==> src/rtl/wb_mem_arbiter.sv <==
// wb_mem_arbiter: two-master / one-slave Wishbone arbiter for the shared
// instruction memory. Master 0 is the instruction-fetch bus and master 1 is
// the data bus or program loader. Ownership lasts for the whole Wishbone cycle,
// so CTI/BTE bursts reach the memory in one piece.
// Optional build macro: WB_ARB_ROUND_ROBIN_EN. When it is defined, a tie in
// IDLE goes to the master that was not granted last. When it is undefined,
// master 0 wins every tie.
module wb_mem_arbiter #(
  parameter int aw = 32,
  parameter int dw = 32
) (
  input  logic          wb_clk_i,
  input  logic          wb_rst_i,
  input  logic [aw-1:0] m0_adr_i,
  input  logic [dw-1:0] m0_dat_i,
  input  logic [3:0]    m0_sel_i,
  input  logic          m0_we_i,
  input  logic [1:0]    m0_bte_i,
  input  logic [2:0]    m0_cti_i,
  input  logic          m0_cyc_i,
  input  logic          m0_stb_i,
  output logic          m0_ack_o,
  output logic          m0_err_o,
  output logic [dw-1:0] m0_dat_o,
  input  logic [aw-1:0] m1_adr_i,
  input  logic [dw-1:0] m1_dat_i,
  input  logic [3:0]    m1_sel_i,
  input  logic          m1_we_i,
  input  logic [1:0]    m1_bte_i,
  input  logic [2:0]    m1_cti_i,
  input  logic          m1_cyc_i,
  input  logic          m1_stb_i,
  output logic          m1_ack_o,
  output logic          m1_err_o,
  output logic [dw-1:0] m1_dat_o,
  output logic [aw-1:0] s_adr_o,
  output logic [dw-1:0] s_dat_o,
  output logic [3:0]    s_sel_o,
  output logic          s_we_o,
  output logic [1:0]    s_bte_o,
  output logic [2:0]    s_cti_o,
  output logic          s_cyc_o,
  output logic          s_stb_o,
  input  logic          s_ack_i,
  input  logic          s_err_i,
  input  logic [dw-1:0] s_dat_i,
  output logic [1:0]    gnt_o
);

  localparam logic [1:0] ST_IDLE = 2'd0;
  localparam logic [1:0] ST_GNT0 = 2'd1;
  localparam logic [1:0] ST_GNT1 = 2'd2;

  logic [1:0] r_state;
  logic [1:0] w_state_next;
  logic       r_last;
  logic       w_last_next;
  logic       w_tie_m1;

  // A tie goes to master 1 only in the round-robin build, and only when
  // master 0 held the previous grant.
`ifdef WB_ARB_ROUND_ROBIN_EN
  assign w_tie_m1 = ~r_last;
`else
  assign w_tie_m1 = 1'b0;
`endif

  // State and last-granted registers. Reset makes master 0 win the first tie.
  always_ff @(posedge wb_clk_i) begin
    if (wb_rst_i) begin
      r_state <= ST_IDLE;
      r_last  <= 1'b1;
    end else begin
      r_state <= w_state_next;
      r_last  <= w_last_next;
    end
  end

  // Next-state logic. A new grant is issued only from IDLE. A grant is held
  // until the owner drops cyc, regardless of CTI.
  always_comb begin
    w_state_next = r_state;
    w_last_next  = r_last;
    case (r_state)
      ST_IDLE: begin
        if (m0_cyc_i && m1_cyc_i) begin
          if (w_tie_m1) begin
            w_state_next = ST_GNT1;
            w_last_next  = 1'b1;
          end else begin
            w_state_next = ST_GNT0;
            w_last_next  = 1'b0;
          end
        end else if (m0_cyc_i) begin
          w_state_next = ST_GNT0;
          w_last_next  = 1'b0;
        end else if (m1_cyc_i) begin
          w_state_next = ST_GNT1;
          w_last_next  = 1'b1;
        end
      end
      ST_GNT0: if (!m0_cyc_i) w_state_next = ST_IDLE;
      ST_GNT1: if (!m1_cyc_i) w_state_next = ST_IDLE;
      default: w_state_next = ST_IDLE;
    endcase
  end

  // Output mux. When nothing is granted, master 0's request fields are
  // driven with cyc/stb held low. Ack and err reach only the owner, and the
  // path is combinational so the memory's own ack timing is preserved.
  always_comb begin
    s_adr_o  = m0_adr_i;
    s_dat_o  = m0_dat_i;
    s_sel_o  = m0_sel_i;
    s_we_o   = m0_we_i;
    s_bte_o  = m0_bte_i;
    s_cti_o  = m0_cti_i;
    s_cyc_o  = 1'b0;
    s_stb_o  = 1'b0;
    m0_ack_o = 1'b0;
    m0_err_o = 1'b0;
    m1_ack_o = 1'b0;
    m1_err_o = 1'b0;
    case (r_state)
      ST_GNT0: begin
        s_cyc_o  = m0_cyc_i;
        s_stb_o  = m0_stb_i;
        m0_ack_o = s_ack_i;
        m0_err_o = s_err_i;
      end
      ST_GNT1: begin
        s_adr_o  = m1_adr_i;
        s_dat_o  = m1_dat_i;
        s_sel_o  = m1_sel_i;
        s_we_o   = m1_we_i;
        s_bte_o  = m1_bte_i;
        s_cti_o  = m1_cti_i;
        s_cyc_o  = m1_cyc_i;
        s_stb_o  = m1_stb_i;
        m1_ack_o = s_ack_i;
        m1_err_o = s_err_i;
      end
      default: ;
    endcase
  end

  // Read data is broadcast to both masters. Only the granted master sees an
  // ack, so only that master consumes the data.
  assign m0_dat_o = s_dat_i;
  assign m1_dat_o = s_dat_i;

  // The grant comes straight from the registered state.
  assign gnt_o = {r_state == ST_GNT1, r_state == ST_GNT0};

endmodule

==> config.mk <==
export PLATFORM = sky130hd
export DESIGN_NAME = wb_mem_arbiter
export DESIGN_NICKNAME = d
export VERILOG_FILES = /design/src/rtl/wb_mem_arbiter.sv
export SDC_FILE = /design/constraint.sdc
export NUM_CORES = 1
export LEC_CHECK = 0
export CAP_MARGIN = 20
export CORE_AREA = 5 5 127 129
export DETAILED_ROUTE_END_ITERATION = 10
export DIE_AREA = 0 0 132 134
export PLACE_DENSITY_LB_ADDON = 0.12
export SETUP_SLACK_MARGIN = 0.1
export SYNTH_ARGS = -nofsm -noshare
export SYNTH_HDL_FRONTEND = slang
export SYNTH_SLANG_ARGS = --single-unit
==> constraint.sdc <==
create_clock -name wb_clk_i -period 3.6 [get_ports wb_clk_i]
set_input_delay 0.36 -clock wb_clk_i [delete_from_list [all_inputs] [get_ports wb_clk_i]]
set_output_delay 0.36 -clock wb_clk_i [all_outputs]
set_load 0.05 [all_outputs]
==> out/results.ini <==
[grt]
grt_pass1_wl_microns = 11870
grt_pass1_vias = 2106
grt_overflow_total = 0
grt_antenna_before_repair = 0
track_usage_pct = 8.367
grt_max_degree = 40

[synthesis]
synthCells = 169
yosysWarnings = 0
synth_fp_nets = 360
synth_cell_types = 17
ys_seq_area_share_pct = 2.355
syn-mean-instance-area_sq_um = 10.06
syn_area_sq_um = 1700
yosys_register_bits = 2

[detailed_routing]
firstDrtPassIters = 4
wirelength_microns = 8031
drt_iter0_drc = 20
vias_per_cell = 3.494
wl_per_cell_microns = 15.27
ant_nets = 0
dr_total_vias = 1838
route.detailed.drc = 0

[setup_path]
critPathMaxFanout = 39
critical_path_class = flip-flop to primary output
endpoint_kind = primary output
cp-start-kind = flip-flop
crit_arrival_ns = 2.46
required_ns = 3.24

[status]
outcome = finished, final reports clean

[final_layout]
n_fill_cell = 1581
largest_reg_flops = 2
layout-drive-gt1-share_pct = 23.96
diodes = 0
area_growth_pct = 126.9
finalNetCount = 531
multi_input_area_sq_um = 1097
top_regs = r_state x2
regArea_sq_um = 40.04
regMostFlops = r_state

[sta]
final.setup.tns_ns = 0
rsz0062_at_grt = no
slew_headroom_pct = 64.35
final_max_slew_viol_count = 0
fin_crit_sh_pct = 78.34
tightestPinTransition_ns = 0.5331
holdWs_ns = 0.5786
setup_viol = 0
fmax_ghz = 0.3546
finClkSkew_ns = 0.001404
period_needed_ns = 2.820
hold_viol_final = 0

[clock_tree]
postCtsSetupBuffers = 0
cts_resized = 0
cts-buffers-inserted = 3
cts.sinks = 2
holdBufCountCts = 0
cts_tree = built
cts_max_level = 1
clock-root-buffer = clkbuf_16
clk_pin_slew_ns = 0.03
clk_latency_ns = 0.22
clockBufferDepth = 2

[floorplanning]
start_util_pct = 11.40
die_area_sq_um = 17690
io_pins = 334
core_sq_um = 14920
die_h_microns = 134
die_x_microns = 132
row_count = 45

[run]
maxCapViolCount = 0

[power_and_ir_drop]
p_per_area_nw_per_um2 = 265.6
p_leak_uw = 0.001433
peakVddDrop_mv = 0.1356

[placed_design]
portBuffers = 237
hpwl_microns = 7133
gp_congestion = 0.6720

[min_path]
hold_class = flip-flop to flip-flop

## where the power goes
group | leakage, uW | switching, uW | internal [uW]
clock | 0.0000370 | 23.2 | 141
combinational | 0.00138 | 436 | 397
sequential | 0.0000165 | 2.13 | 25.0
total | 0.00143 | 462 | 563
## stage by stage
stage               instances  total power [uW]  utilization, %  setup WS [ns]  cell area, sq um
CTS                       526              1039           25.86         0.7521              3859
global placement          523             870.3           25.36         0.9736              3784
global route              526              1070           25.86         0.6631              3859
detailed placement        523             868.7           25.36         0.9766              3784
floorplan                 169             718.7               -          1.220              1700
finish                    526              1025           25.86         0.7797              3859
## synth_stat cells
cell type,n,share of area (%)
and2_1,4,1.5
buf_2,4,1.2
mux2_2,46,30
a22oi_1,1,0.44
a21oi_1,1,0.29
ha_1,3,2.2
mux2_4,28,25
nor2b_1,2,0.74
dfxtp_1,2,2.4
a41o_1,1,0.59
buf_4,64,28
a22oi_4,1,1.3
nand2b_1,2,0.74
a211oi_1,2,0.88
buf_6,3,2.0
buf_8,2,1.8
inv_1,3,0.66
## worst max-delay path: stages (launching register included)
cell	delay (ns)
dfxtp_1	0.30
inv_1	0.14
ha_4	0.22
buf_4	0.43
mux2_2	0.40
clkdlybuf4s50_1	0.71
## layout by cell type (no fill, tap or decap)
cell type | netlist | layout
clkbuf_16 | 0 | 3
clkdlybuf4s50_1 | 0 | 237
nand2b_1 | 2 | 2
a22oi_1 | 1 | 1
mux2_4 | 28 | 28
a211oi_1 | 2 | 2
inv_1 | 3 | 3
buf_4 | 64 | 1
a41o_1 | 1 | 1
mux2_2 | 46 | 46
ha_4 | 0 | 1
ha_1 | 3 | 2
and2_1 | 4 | 4
nor2b_1 | 2 | 2
a22oi_4 | 1 | 1
buf_12 | 0 | 1
a21oi_1 | 1 | 1
dfxtp_1 | 2 | 2
## cell families after synthesis
logic type | share of synthesized area (%)
compound gates | 3.458
fa+ha+maj | 2.208
buf+inv | 33.85
flops | 2.355
mux | 55.19
simple gates | 2.943
## layer usage
layer / vias to the layer above / part of all wire [%] / GRT usage (%)
li1: 858 / - / -
met2: 184 / 49 / 14.99
met4: 0 / 1.7 / 1.943
met1: 779 / 34 / 8.043
met3: 17 / 16 / 5.401
met5: - / 0 / 0
## final cells by class
| type | instances | area share, % |
|---|---|---|
| inverter | 3 | 0.2918 |
| sequential | 2 | 1.038 |
| clock buffer | 3 | 1.946 |
| multi-input combinational | 91 | 28.44 |
| tap | 188 | 6.096 |
| timing repair buffer | 239 | 62.19 |
## worst paths after layout
check,to,slack (ns),depth (start not counted),startpoint
max reg2reg,r_state[0],2.18,5,r_state[1]
min reg2reg,r_state[1],0.58,2,r_state[1]
min,r_state[1],0.58,2,r_state[1]
max,s_dat_o[6],0.78,5,r_state[0]
(Power assumes the default switching activity.)
